<file path="src/rtl/alu_sequencer.sv">
// -----------------------------------------------------------------------------
// alu_sequencer
//   Hard-wired control unit for a single-bus datapath. Each instruction is
//   sequenced as T0..T5 (T6 for MUL/DIV). A T1W wait state is inserted while
//   memory has not yet delivered the instruction word. The datapath controls
//   are decoded from the state register and the IR contents, so an
//   asynchronous reset clears them immediately.
//
// Parameters
//   CNT_W        width of the retired-instruction counter (wraps)
//
// Ports
//   clk          system clock, rising edge
//   reset        asynchronous, active-high reset
//   run          level; high = fetch/execute continuously
//   step         (only with ALU_SEQ_STEP_EN) starts one instruction per pulse
//   mem_ready    memory read data valid this cycle
//   ir           IR register contents (meaningful from T3 onward)
//   pc_out .. hi_in   single-bit datapath controls
//   gpr_in       one-hot GPR load enable
//   gpr_out      one-hot GPR bus drive
//   alu_op       ALU opcode (AND=0 OR=1 ADD=2 SUB=3 SHR=4 SHL=5 ROR=6 ROL=7
//                MUL=8 DIV=9 NEG=10 NOT=11)
//   instr_done   one-cycle pulse in the final T-state of every instruction
//   illegal      sticky flag, an unsupported opcode was decoded
//   instr_count  number of retired instructions
//
// Configuration
//   ALU_SEQ_STEP_EN  when defined, adds the step input. Starting a new
//                    instruction then also needs step=1 in that cycle.
// -----------------------------------------------------------------------------
module alu_sequencer #(
    parameter int CNT_W = 16
) (
    input  logic             clk,
    input  logic             reset,
    input  logic             run,
`ifdef ALU_SEQ_STEP_EN
    input  logic             step,
`endif
    input  logic             mem_ready,
    input  logic [31:0]      ir,
    output logic             pc_out,
    output logic             mar_in,
    output logic             inc_pc,
    output logic             pc_in,
    output logic             read,
    output logic             mdr_in,
    output logic             mdr_out,
    output logic             ir_in,
    output logic             y_in,
    output logic             z_in,
    output logic             z_low_out,
    output logic             z_high_out,
    output logic             lo_in,
    output logic             hi_in,
    output logic [15:0]      gpr_in,
    output logic [15:0]      gpr_out,
    output logic [3:0]       alu_op,
    output logic             instr_done,
    output logic             illegal,
    output logic [CNT_W-1:0] instr_count
);

    typedef enum logic [3:0] {
        S_IDLE  = 4'd0,
        S_T0    = 4'd1,
        S_T1    = 4'd2,
        S_T1W   = 4'd3,
        S_T2    = 4'd4,
        S_T3    = 4'd5,
        S_T4    = 4'd6,
        S_T5    = 4'd7,
        S_T6    = 4'd8,
        S_FAULT = 4'd9
    } state_t;

    localparam logic [3:0] ALU_ADD = 4'd2;

    state_t           state_q, state_d;
    logic             illegal_q, illegal_d;
    logic [CNT_W-1:0] count_q, count_d;

    logic [4:0]  opc_s;
    logic [3:0]  ra_s, rb_s, rc_s;
    logic        legal_s, muldiv_s, unary_s, go_s;
    logic        done_s;
    logic        ir_unused_s;

    // Register index to one-hot GPR select.
    function automatic logic [15:0] onehot16(input logic [3:0] idx);
        onehot16 = 16'd1 << idx;
    endfunction

    assign opc_s       = ir[31:27];
    assign ra_s        = ir[26:23];
    assign rb_s        = ir[22:19];
    assign rc_s        = ir[18:15];
    assign legal_s     = (opc_s <= 5'd11);
    assign muldiv_s    = (opc_s == 5'd8) || (opc_s == 5'd9);
    assign unary_s     = (opc_s == 5'd10) || (opc_s == 5'd11);
    assign ir_unused_s = ^ir[14:0];

`ifdef ALU_SEQ_STEP_EN
    assign go_s = run & step;
`else
    assign go_s = run;
`endif

    // Next-state, sticky illegal flag and retired-instruction counter.
    always_comb begin
        state_d   = state_q;
        illegal_d = illegal_q;
        count_d   = count_q;
        case (state_q)
            S_IDLE: begin
                if (go_s) state_d = S_T0;
                else      state_d = S_IDLE;
            end
            S_T0:   state_d = S_T1;
            S_T1, S_T1W: begin
                if (mem_ready) state_d = S_T2;
                else           state_d = S_T1W;
            end
            S_T2:   state_d = S_T3;
            S_T3: begin
                if (legal_s) begin
                    state_d = S_T4;
                end else begin
                    state_d   = S_FAULT;
                    illegal_d = 1'b1;
                end
            end
            S_T4:   state_d = S_T5;
            S_T5: begin
                if (muldiv_s)  state_d = S_T6;
                else if (go_s) state_d = S_T0;
                else           state_d = S_IDLE;
            end
            S_T6: begin
                if (go_s) state_d = S_T0;
                else      state_d = S_IDLE;
            end
            S_FAULT: state_d = S_FAULT;
            default: state_d = S_IDLE;
        endcase
        if (done_s) count_d = count_q + {{(CNT_W-1){1'b0}}, 1'b1};
        else        count_d = count_q;
    end

    // State, illegal flag and counter registers.
    always_ff @(posedge clk or posedge reset) begin
        if (reset) begin
            state_q   <= S_IDLE;
            illegal_q <= 1'b0;
            count_q   <= {CNT_W{1'b0}};
        end else begin
            state_q   <= state_d;
            illegal_q <= illegal_d;
            count_q   <= count_d;
        end
    end

    // Control decode from the state register and IR; at most one bus driver per state.
    always_comb begin
        pc_out     = 1'b0;
        mar_in     = 1'b0;
        inc_pc     = 1'b0;
        pc_in      = 1'b0;
        read       = 1'b0;
        mdr_in     = 1'b0;
        mdr_out    = 1'b0;
        ir_in      = 1'b0;
        y_in       = 1'b0;
        z_in       = 1'b0;
        z_low_out  = 1'b0;
        z_high_out = 1'b0;
        lo_in      = 1'b0;
        hi_in      = 1'b0;
        gpr_in     = 16'd0;
        gpr_out    = 16'd0;
        alu_op     = ALU_ADD;
        done_s     = 1'b0;
        case (state_q)
            S_IDLE, S_FAULT: alu_op = 4'd0;
            S_T0: begin
                pc_out = 1'b1;
                mar_in = 1'b1;
                inc_pc = 1'b1;
                z_in   = 1'b1;
            end
            S_T1: begin
                z_low_out = 1'b1;
                pc_in     = 1'b1;
                read      = 1'b1;
                mdr_in    = 1'b1;
            end
            // PC was already reloaded in T1; only keep the read going.
            S_T1W: begin
                read   = 1'b1;
                mdr_in = 1'b1;
            end
            S_T2: begin
                mdr_out = 1'b1;
                ir_in   = 1'b1;
            end
            S_T3: begin
                if (legal_s) begin
                    gpr_out = onehot16(rb_s);
                    y_in    = 1'b1;
                end else begin
                    gpr_out = 16'd0;
                    y_in    = 1'b0;
                end
            end
            // Unary ops re-drive rb; Y holds a don't-care operand.
            S_T4: begin
                if (unary_s) gpr_out = onehot16(rb_s);
                else         gpr_out = onehot16(rc_s);
                alu_op = opc_s[3:0];
                z_in   = 1'b1;
            end
            S_T5: begin
                z_low_out = 1'b1;
                if (muldiv_s) begin
                    lo_in = 1'b1;
                end else begin
                    gpr_in = onehot16(ra_s);
                    done_s = 1'b1;
                end
            end
            S_T6: begin
                z_high_out = 1'b1;
                hi_in      = 1'b1;
                done_s     = 1'b1;
            end
            default: alu_op = 4'd0;
        endcase
    end

    assign instr_done  = done_s;
    assign illegal     = illegal_q;
    assign instr_count = count_q;

endmodule

</file>
<file path="config.mk">
export PLATFORM = sky130hd
export DESIGN_NAME = alu_sequencer
export DESIGN_NICKNAME = d
export VERILOG_FILES = /design/src/rtl/alu_sequencer.sv
export SDC_FILE = /design/constraint.sdc
export NUM_CORES = 1
export LEC_CHECK = 0
export ABC_AREA = 1
export BUFFER_PORTS_ARGS = -buffer_cell sky130_fd_sc_hd__buf_4
export CORE_UTILIZATION = 43
export CTS_BUF_LIST = sky130_fd_sc_hd__clkbuf_4
export DETAILED_ROUTE_END_ITERATION = 6
export PLACE_DENSITY = 0.78
export SETUP_SLACK_MARGIN = 0.15
export SYNTH_ARGS = -nofsm -noshare
export SYNTH_HDL_FRONTEND = slang
export SYNTH_SLANG_ARGS = --single-unit
</file>
<file path="constraint.sdc">
create_clock -name clk -period 1.35 [get_ports clk]
set_input_delay 0.0675 -clock clk [delete_from_list [all_inputs] [get_ports clk]]
set_output_delay 0.0675 -clock clk [all_outputs]
set_load 0.005 [all_outputs]
</file>
==> metrics.md, run 1 <==
| Metric | Value |
|---|---|
| # nets final | `roughly 530` |
| First-pass GRT wire length | `10.7 mm` |
| CTS root buffer | `clkbuf_4` |
| Most common cell on crit path | `nor2_4` |
| Final ANT Viol Nets | `0` |
| WP data arrival | `approximately 1700 ps` |
| Clock skew | `3.11 ps` |
| Port-buffer cells | `about 90` |
| Detailed Place HPWL | `5.06 mm` |
| CP Launch Point | `state_q[0]$_DFF_PP0_` |
| Slowest CP cell | `dfrtp_2` |
| Final setup viols | `68` |
| Clk buf depth | `2` |
| Largest net degree at the start of global routing | `22` |
| Worst hold start | `run` |
| Ant diodes | `0` |
| Via density per instance | `approximately 5.5` |
| Final WS setup | `-408 ps` |
| CP max FO | `5` |
| Dpl cells | `~540` |
| CTS tree | `yes` |
| Syn Inst Count | `372` |
| Number of synthesized register bits | `21` |
| Critical path data required time | `~1300 ps` |
| Total grt overflow | `0` |
| Synth Area in Adders | `0.586%` |
| I/O pin cnt | `~100` |
| Vias in the first global route | `approximately 2400` |
| Post-Synth XOR/XNOR Area | `2.05%` |
| Final Hold Violating Endpoints | `0` |
| Final hold slack | `~27 ps` |
| Residual DRC | `0` |
| Largest stage delay, worst path | `490 ps` |
| Syn nets | `just over 400` |
| Initial drt markers | `about 250` |
| Violated checks | `setup timing` |
| Die height | `just over 70 um` |
| Pwr dens | `~1000 nW/um^2` |
| WS Path Type | `flip-flop to primary output` |
| Num CTS Buffers | `3` |
| TritonRoute pass-1 iters | `6` |
| Layout cell share with drive strength beyond 1 | `between 40% and 50%` |
| Post-route minimum period | `between 1500 and 2000 ps` |
| Fill cells | `360` |
| Routability cong. | `about 0.95` |
| CP Buf/Inv Count | `2` |
| Distinct cells, synth | `26` |
| Total power | `roughly 3.7 mW` |
| Seq/Total Area, Yosys | `24.6%` |
| Slew @ Worst Pin | `roughly 380 ps` |
| Reg clk slew, reported paths | `120 ps` |
| Routed WL | `between 8 and 9 mm` |
| Area delta synth->final | `70.5%` |
| Die Width | `a little over 70 um` |
| Leak pwr | `1.79 nW` |
| Num rows | `25` |
| Status | `finished, violations left` |
| Clk_lat worst skew | `320 ps` |
| Max-Slew Margin vs Limit | `roughly 75%` |
| CP Launch Type | `flip-flop` |
| Worst setup EP type | `primary output` |
| Max-cap violations | `0` |
| Finished Layout Cells | `~560` |
| Routed len/inst | `approximately 14 um` |
| Synth Cell Area | `between 2000 and 2500 um^2` |
| Clock sink count | `21` |
| Multi-input gate area | `between 1500 and 2000 um^2` |
| Post-synthesis mux area share | `0%` |
| Launch point of the worst reg-to-reg path | `state_q[3]$_DFF_PP0_` |
| CTS H-tree depth | `1` |
| Die area | `5250 um^2` |
| Initial antenna violation count | `0` |
| Fmax achieved | `569 MHz` |
| Final period utilization | `130%` |
| Simple-gate share of the synthesized area | `49.1%` |
| Register area | `~530 um^2` |
| RSZ-0062 raised after global routing | `yes` |
| Mean Syn Cell Area | `between 5 and 6 um^2` |
| Peak VDD IR | `around 770 uV` |
| Starting density of the core | `between 40% and 50%` |
| Critical path's top delay family | `simple AND/OR/NAND/NOR gates` |
| Yosys warning total | `0` |
| CP cell instances | `inv_4 > nor2_4 > nand2_4 > nor2_4 > nand2_1 > a21oi_2 > buf_4` |
| Slew Limit Fails | `0` |
| Total GRT Usage | `between 20% and 30%` |
| Compound-Gate Fraction of Synth Area | `roughly a tenth` |
| Worst min-delay path class | `input port to flip-flop` |
| Placeable Area | `roughly 4800 um^2` |
| Vias post-DR | `about 3100` |
| Largest family of logic cells by synthesized area | `simple AND/OR/NAND/NOR gates` |
## power breakdown
group	total [mW]	internal (mW)	switching (mW)
registers	0.877	0.734	0.143
logic	2.47	1.17	1.30
clock network	0.326	0.111	0.215
## cells in the final DEF (no fill, tap or decap), types with 8 or more instances in the layout
master | synthesis | final
nand4_1 | 15 | 15
nand2_4 | 1 | 8
buf_6 | 3 | 24
nor2_1 | 62 | 42
nand2_1 | 103 | 84
buf_4 | 6 | 102
nand3_1 | 47 | 35
nand2_2 | 5 | 16
o21ai_0 | 28 | 21
inv_1 | 43 | 36
inv_2 | 6 | 9
nor2_4 | 3 | 17
nand3_2 | 0 | 11
dfrtp_1 | 21 | 19
## cell usage after synthesis
master	count	share of area, %
a32oi_1	1	0.41
nand2_4	1	0.53
nor2_4	3	1.6
xnor2_1	2	0.82
nand4_1	15	4.4
ha_1	1	0.59
buf_2	5	1.2
dfrtp_1	21	25
nand3b_1	1	0.35
o21ai_0	28	6.6
xor2_1	3	1.2
nand2_2	5	1.5
o211ai_1	1	0.35
o21ai_1	6	1.4
clkbuf_2	1	0.23
nor3_1	2	0.47
inv_1	43	7.6
buf_4	6	2.1
a21oi_1	4	0.94
nor2_1	62	11
buf_6	3	1.6
nand2_1	103	18
inv_2	6	1.1
nand3_1	47	11
or2_1	1	0.29
o22ai_1	1	0.29
## sequential cells by signal, summed over array words and instances, names as in the netlist
register     cells
instr_count     16
illegal          1
state_q          4
## final cells by class
cell class / count / share of cell area, %
inverter: 49 / 5.46
tap: 67 / 2.30
sequential: 21 / 14.5
clock inverter: 1 / 0.137
timing repair buffer: 132 / 31.2
multi-input combinational: 288 / 45.8
clock buffer: 3 / 0.618
## cell families (layout without fill, tap and decap cells)
family,count (synthesis),after routing
AO/OA/AOI/OAI,41,41
XOR/XNOR,5,5
adder cells (fa/ha/maj),1,1
buffers and inverters,64,185
flip-flops,21,21
AND/OR/NAND/NOR,240,241
## through the flow
step                      setup slack, ps  TNS [ps]  cell area (um^2)  utilization [%]
after global placement               7.45         0              3040             64.0
after global routing                 -494    -20530              3640             76.6
after detailed placement            -48.4      -220              3040             64.0
after floorplan                      29.0         0              2200                -
after CTS                            -328    -11080              3250             68.3
final                                -408    -15460              3640             76.6
## metal layers
layer	share of wire, %	vias up	wire length [um]	global-route usage, %
met3	8.1	29	649	3.75
met5	0	-	0	0
met4	3.2	0	253	9.59
met2	50	157	3980	44.2
li1	-	1433	-	-
met1	39	1439	3120	31.4
## worst register-to-register path, stage by stage, from the launching register on
cell     delay, ps
dfrtp_1        410
inv_2           80
nand2_4         70
nor2_4         130
nand2_2         80
buf_4          140
buf_6          120
nand2_8         60
buf_8          130
buf_6          110
xor2_1         120
## what timing repair did
action / in CTS / in global routing
endpoints found under the hold margin: 23 / 0
hold buffers: 2 / 0
gates cloned: 0 / 2
buffers inserted: 8 / 9
pin swaps: 5 / 28
setup endpoints to repair: 70 / 72
resized for setup: 32 / 83
## worst paths after layout
| path | slack, ps | cells after the start | to |
|---|---|---|---|
| hold reg to reg | 490 | 2 | illegal$_DFFE_PP0P_ |
| max in group asynchronous | 780 | 4 | state_q[0]$_DFF_PP0_ |
| hold / removal | 30 | 3 | state_q[0]$_DFF_PP0_ |
| min in group asynchronous | 330 | 4 | instr_count[2]$_DFFE_PP0P_ |
| setup / recovery | -410 | 7 | gpr_out[13] |
| setup reg to reg | -150 | 10 | instr_count[0]$_DFFE_PP0P_ |
Note: power is estimated with default switching activity, not from simulation.
==> run 2: changes to the inputs <==
--- a/config.mk
+++ b/config.mk
@@ -5,12 +5,11 @@
 export SDC_FILE = /design/constraint.sdc
 export NUM_CORES = 1
 export LEC_CHECK = 0
-export ABC_AREA = 1
 export BUFFER_PORTS_ARGS = -buffer_cell sky130_fd_sc_hd__buf_4
-export CORE_UTILIZATION = 43
+export CORE_UTILIZATION = 42
 export CTS_BUF_LIST = sky130_fd_sc_hd__clkbuf_4
 export DETAILED_ROUTE_END_ITERATION = 6
-export PLACE_DENSITY = 0.78
+export PLACE_DENSITY = 0.79
 export SETUP_SLACK_MARGIN = 0.15
 export SYNTH_ARGS = -nofsm -noshare
 export SYNTH_HDL_FRONTEND = slang
==> run 2 against run 1 <==
- combinational power is 58% higher
- die area fell by 9.0%
- synthesized cell count is 37% lower
- hold slack better by 42 ps
- final cell count down 22%
- the run still ends with setup timing left
- highest routed layer unchanged
- maximum frequency is 11% lower
- final area grew 5.9%
==> metrics.md, run 2 <==
| Metric | Value |
|---|---|
| Status | `finished, violations left` |
| Violated checks | `setup timing` |
| WS Path Type | `flip-flop to primary output` |
| CTS tree | `yes` |
| Distinct cells, synth | `50` |
| Synth Cell Area | `1890 um^2` |
| Max-Slew Margin vs Limit | `around 66%` |
| Total GRT Usage | `between 30% and 40%` |
| Post-route minimum period | `approximately 2000 ps` |
| FFs w/ async S/R, synth | `100%` |
| Post-synth EDFFs | `0` |
| Die height | `between 60 and 70 um` |
| Total power | `between 5 and 6 mW` |
| Final WS setup | `-617 ps` |
| # nets final | `426` |
| Syn nets | `around 270` |
| Main synth FF type | `dfrtp_1` |
| Area delta synth->final | `104%` |
| Die Width | `about 69 um` |
| Layout cell share with drive strength beyond 1 | `between 60% and 70%` |
| Max FFs per register | `16` |
| Max-cap violations | `0` |
| Commonest non-fill, non-tap cell in the layout | `buf_4` |
| CP Launch Type | `flip-flop` |
| Starting density of the core | `43.5%` |
| Initial drt markers | `249` |
| Port-buffer cells | `just under 90` |
| Clk_lat worst skew | `about 320 ps` |
| Mean Syn Cell Area | `between 8 and 9 um^2` |
| Worst setup EP type | `primary output` |
| Critical path data required time | `~1300 ps` |
| TritonRoute pass-1 iters | `5` |
| Final setup viols | `70` |
| RSZ-0062 raised after global routing | `yes` |
| Cell with the most instances after synthesis | `nor2_1` |
| Fill cells | `179` |
| Fmax achieved | `roughly 510 MHz` |
| Routed len/inst | `roughly 22 um` |
| CP Buf/Inv Count | `3` |
| Detailed Place HPWL | `approximately 4.6 mm` |
| Worst Setup Slack post-DPL | `-260 ps` |
| CTS root buffer | `clkbuf_4` |
| Ant diodes | `0` |
| Largest net degree at the start of global routing | `20` |
| Top post-synthesis cells by count | `nor2_1, dfrtp_1, nor3_1` |
| Top-area cell type share of the netlist area | `~28%` |
| Final ANT Viol Nets | `0` |
| Num rows | `24` |
| Leak pwr | `about 1.7 nW` |
| Yosys warning total | `0` |
| Slew Limit Fails | `0` |
| Number of synthesized register bits | `21` |
| Clk buf depth | `2` |
| Slew @ Worst Pin | `between 500 and 600 ps` |
| Worst min-delay path class | `input port to flip-flop` |
| Top library cells by usage in the layout, fill and taps aside | `buf_4, buf_6, dfrtp_1, nor3_1, nor2_1` |
| Final Hold Violating Endpoints | `0` |
| Routability cong. | `about 0.92` |
| Clock sink count | `21` |
| Final period utilization | `146%` |
| Syn Inst Count | `around 230` |
| Final core utilization | `88.6%` |
| CP max FO | `8` |
| Register area | `approximately 530 um^2` |
| Area leader, netlist | `dfrtp_1` |
| Slowest CP cell | `dfrtp_2` |
| Most common cell on crit path | `buf_6` |
| Initial antenna violation count | `0` |
| Die area | `4780 um^2` |
| Via density per instance | `around 6.4` |
| Multi-input gate area | `about 1700 um^2` |
| Reg clk slew, reported paths | `140 ps` |
| CTS H-tree depth | `1` |
| I/O pin cnt | `~100` |
| Largest stage delay, worst path | `between 400 and 500 ps` |
| Residual DRC | `0` |
| Final Cell Area | `~3900 um^2` |
| R2r setup slk | `-500 ps` |
| CP cell instances | `buf_6 > buf_6 > nand3b_1 > nor2_4 > o21ai_1 > o21ai_2 > buf_4` |
| Peak VDD IR | `between 1000 and 1500 uV` |
| WP data arrival | `~1900 ps` |
| Num CTS Buffers | `3` |
| Critical path's top delay family | `simple AND/OR/NAND/NOR gates` |
| First-pass GRT wire length | `about 12 mm` |
| Area after DPL | `about 3000 um^2` |
| Placeable Area | `about 4400 um^2` |
| Vias post-DR | `between 2000 and 3000` |
| Largest cells by area after synthesis | `dfrtp_1, xnor2_1, nor2_1, nor3_1, nand2b_1` |
| Vias in the first global route | `about 2400` |
| Clock skew | `13.3 ps` |
| Seq/Total Area, Yosys | `roughly 28%` |
| Routed WL | `between 9 and 10 mm` |
| Total grt overflow | `0` |
| Pwr dens | `between 1000 and 1500 nW/um^2` |
[run 2: cell count changes in the layout (fill, tap and decap cells not counted), moves of 11 or more]
cell,before,now
nand2_1,84,6
o21ai_0,21,0
buf_6,24,46
nor2_1,42,12
inv_1,36,1
nor3_1,2,14
nand2_2,16,2
nand3_1,35,0
o22ai_2,0,11
[run 2: worst paths after layout]
| path | startpoint | endpoint | cells after the start |
|---|---|---|---|
| max in group asynchronous | reset | instr_count[1]$_DFFE_PP0P_ | 4 |
| worst max register to register | state_q[3]$_DFF_PP0_ | state_q[0]$_DFF_PP0_ | 9 |
| worst min register to register | instr_count[15]$_DFFE_PP0P_ | instr_count[15]$_DFFE_PP0P_ | 1 |
| min in group asynchronous | reset | instr_count[8]$_DFFE_PP0P_ | 3 |
| worst min-delay path | run | state_q[0]$_DFF_PP0_ | 3 |
| worst max-delay path | state_q[3]$_DFF_PP0_ | gpr_out[13] | 7 |
[run 2: metrics by stage]
stage | hold slack (ps) | instances | TNS, ps
floorplan | 43.9 | 234 | -1370
global placement | 44.4 | 397 | -6100
detailed placement | 55.9 | 397 | -8050
CTS | 59.9 | 427 | -23250
global route | 47.5 | 440 | -34490
finish | 69.5 | 440 | -31940
[run 2: layout make-up]
cell class                      count  area share [%]
Sequential cell                    21            13.7
Multi-Input combinational cell    194            44.6
Timing Repair Buffer              167            39.0
Tap cell                           52            1.69
Inverter                            2           0.259
Clock inverter                      1           0.130
Clock buffer                        3           0.584
[run 2: per-layer routing]
layer / global-route usage (%) / up-vias / wire, um
li1: - / 1177 / -
met1: 36.1 / 1340 / 3510
met2: 55.2 / 231 / 4960
met3: 2.49 / 60 / 740
met4: 10.9 / 0 / 609
met5: 0 / - / 0
[run 2: worst register-to-register path: stages, from the launching register on]
cell	delay, ps
dfrtp_2	480
buf_6	140
buf_6	110
buf_6	120
nor2_4	150
nand2_2	120
buf_6	130
buf_6	110
o221a_2	290
o211ai_1	120
[run 2: cell families (layout without fill, tap and decap cells)]
logic type / Yosys count / after routing / synth area share (%)
compound gates: 46 / 46 / 15.8
xor+xnor: 15 / 15 / 6.94
fa+ha+maj: 1 / 1 / 0.661
buf+inv: 19 / 173 / 6.61
flops: 21 / 21 / 27.8
mux: 1 / 1 / 0.595
simple gates: 131 / 131 / 41.6
[run 2: where the power goes]
part	switching (mW)	total [mW]	internal, mW	leakage [nW]
Combinational	1.80	3.91	2.11	1.44
Clock	0.216	0.327	0.111	0.0177
Sequential	0.158	0.916	0.758	0.274
[run 2: what timing repair did]
| item | 4_1_cts | 5_1_grt |
|---|---|---|
| pin swaps | 38 | 36 |
| cloned | 0 | 0 |
| setup endpoints to repair | 70 | 71 |
| hold buffers | 2 | 0 |
| resized for setup | 80 | 64 |
| buffers inserted | 24 | 13 |
| endpoints found under the hold margin | 9 | 0 |
==> run 3: changes to the inputs <==
--- a/config.mk
+++ b/config.mk
@@ -8,9 +8,11 @@
 export BUFFER_PORTS_ARGS = -buffer_cell sky130_fd_sc_hd__buf_4
 export CORE_UTILIZATION = 42
 export CTS_BUF_LIST = sky130_fd_sc_hd__clkbuf_4
+export CTS_CLUSTER_SIZE = 14
 export DETAILED_ROUTE_END_ITERATION = 6
 export PLACE_DENSITY = 0.79
 export SETUP_SLACK_MARGIN = 0.15
+export SKIP_CTS_REPAIR_TIMING = 1
 export SYNTH_ARGS = -nofsm -noshare
 export SYNTH_HDL_FRONTEND = slang
 export SYNTH_SLANG_ARGS = --single-unit
==> run 3 against run 2 <==
- the run still ends with setup timing left
- maximum frequency is 4.3% higher
- die area stayed put
- utilization is 8.0 points lower
- register-to-register slack better by 100 ps
- global-route usage is 6.5 points lower
- critical path type unchanged
- clock-buffer cell count stayed put
- critical path depth is 2 lower
==> metrics.md, run 3 (synthesis gave the netlist of run 2 again) <==
| Metric | Value |
|---|---|
| Status | `finished, violations left` |
| Violated checks | `setup timing` |
| Routed len/inst | `16.7 um` |
| Slew @ Worst Pin | `approximately 460 ps` |
| Ant diodes | `0` |
| Fill cells | `290` |
| Die area | `4780 um^2` |
| Critical path data required time | `between 1000 and 1500 ps` |
| Top library cells by usage in the layout, fill and taps aside | `buf_4, buf_6, dfrtp_1, nor3_1, nor2_1` |
| Combinational share of power | `between 70% and 80%` |
| Area delta synth->final | `85.5%` |
| R2r setup slk | `-400 ps` |
| Via density per instance | `between 5 and 6` |
| Crit path capture | `gpr_in[0]` |
| Dpl cells | `roughly 400` |
| P_sw | `1.71 mW` |
| Worst setup EP type | `primary output` |
| Sequential share of power | `a little over a fifth` |
| Fmax achieved | `between 500 and 600 MHz` |
| Routability cong. | `around 0.92` |
| CP Launch Type | `flip-flop` |
| Max-Slew Margin vs Limit | `slightly below 70%` |
| Final Hold Violating Endpoints | `0` |
| Max-cap violations | `0` |
| Final setup viols | `70` |
| Num rows | `24` |
| Wire length on met1 | `roughly 2.8 mm` |
| Final core utilization | `between 80% and 90%` |
| CTS H-tree depth | `1` |
| Num CTS Buffers | `3` |
| Routed met3 length | `around 300 um` |
| Setup TNS | `-26040 ps` |
| Slowest CP cell | `or4_4` |
| Starting density of the core | `43.5%` |
| Die Width | `approximately 70 um` |
| CP max FO | `5` |
| Port-buffer cells | `88` |
| RSZ-0062 raised after global routing | `yes` |
| Routed wl met2 | `roughly 3.8 mm` |
| Clock sink count | `21` |
| Critical path's top delay family | `simple AND/OR/NAND/NOR gates` |
| Die height | `roughly 69 um` |
| Launch point of the worst reg-to-reg path | `state_q[1]$_DFF_PP0_` |
| Largest stage delay, worst path | `590 ps` |
| # nets final | `roughly 410` |
| Final ANT Viol Nets | `0` |
| Commonest non-fill, non-tap cell in the layout | `buf_4` |
| Final WS setup | `-537 ps` |
| Detailed Place HPWL | `~4.6 mm` |
| WP data arrival | `1820 ps` |
| Pwr dens | `1180 nW/um^2` |
| WS Path Type | `flip-flop to primary output` |
| Internal Power | `approximately 2.4 mW` |
| Final hold slack | `between 100 and 150 ps` |
| Vias in the first global route | `between 2000 and 2500` |
| Worst R2R End | `instr_count[7]$_DFFE_PP0P_` |
| Post-route minimum period | `around 1900 ps` |
| Layout cell share with drive strength beyond 1 | `61.1%` |
| Residual DRC | `0` |
| Clk_lat worst skew | `about 300 ps` |
| Initial drt markers | `174` |
| Switching part of the total | `between 40% and 50%` |
| Finished Layout Cells | `around 420` |
| Reg clk slew, reported paths | `roughly 120 ps` |
| TritonRoute pass-1 iters | `4` |
| CP cell instances | `buf_6 > nand4b_4 > or4_4 > nor3_4 > buf_4` |
| Total grt overflow | `0` |
| Slew Limit Fails | `0` |
| First-pass GRT wire length | `roughly 9.5 mm` |
| CTS root buffer | `clkbuf_4` |
| Max FFs per register | `16` |
| Total GRT Usage | `between 20% and 30%` |
| Vias post-DR | `around 2400` |
| Clock skew | `1.12 ps` |
| Largest net degree at the start of global routing | `20` |
| CP Launch Point | `state_q[0]$_DFF_PP0_` |
| Levels on crit path | `5` |
| Routed WL | `about 7 mm` |
| CTS tree | `yes` |
| Clk buf depth | `2` |
| Initial antenna violation count | `0` |
| CP Buf/Inv Count | `2` |
| Clock power share | `about 7.5%` |
| Final period utilization | `140%` |
| Total power | `4.13 mW` |
| Worst Reg-to-Reg Cells | `8` |
| Placeable Area | `roughly 4400 um^2` |
| Peak VDD IR | `1240 uV` |
| Leak pwr | `1.57 nW` |
| I/O pin cnt | `104` |
| Highest routed layer | `met4` |
| Worst min-delay path class | `input port to flip-flop` |
-- run 3: power by group through the flow --
stage          registers (mW)  logic [mW]  clock network [mW]
5_1_grt                 0.893        3.11               0.338
3_3_place_gp            0.889        2.03                   0
6_report                0.880        2.95               0.309
4_1_cts                 0.890        2.10               0.304
2_1_floorplan           0.911        1.06                   0
3_5_place_dp            0.902        2.09                   0
-- run 3: cell type report --
cell class	instances	area (um^2)	area share, %
multi-input combinational	194	1630	46.5
clock inverter	1	5.00	0.143
timing repair buffer	149	1250	35.6
tap	52	65.1	1.85
sequential	21	528	15.0
inverter	2	7.51	0.214
clock buffer	3	22.5	0.641
-- run 3: per-layer routing --
metal | up-vias | global-route usage, %
met3 | 10 | 2.19
met1 | 1176 | 30.8
li1 | 1142 | -
met2 | 88 | 41.9
met4 | 0 | 4.76
met5 | - | 0
-- run 3: worst min path at each step --
stage | cells past startpoint | endpoint | from
final | 3 | state_q[0]$_DFF_PP0_ | run
after global routing | 3 | state_q[0]$_DFF_PP0_ | run
after CTS | 2 | instr_count[14]$_DFFE_PP0P_ | reset
after detailed placement | 2 | instr_count[14]$_DFFE_PP0P_ | reset
after global placement | 2 | instr_count[15]$_DFFE_PP0P_ | reset
after floorplan | 1 | illegal$_DFFE_PP0P_ | reset
-- run 3: tightest hold or removal path: cells and delay by family --
family                 cells  cell delay, ps
AO/OA/AOI/OAI              2             230
buffers and inverters      1              80
-- run 3: through the flow --
stage,area (um^2),setup WS [ps]
finish,3510,-537
global route,3510,-624
CTS,2990,-614
detailed placement,2960,-260
global placement,2960,-217
floorplan,2040,-117
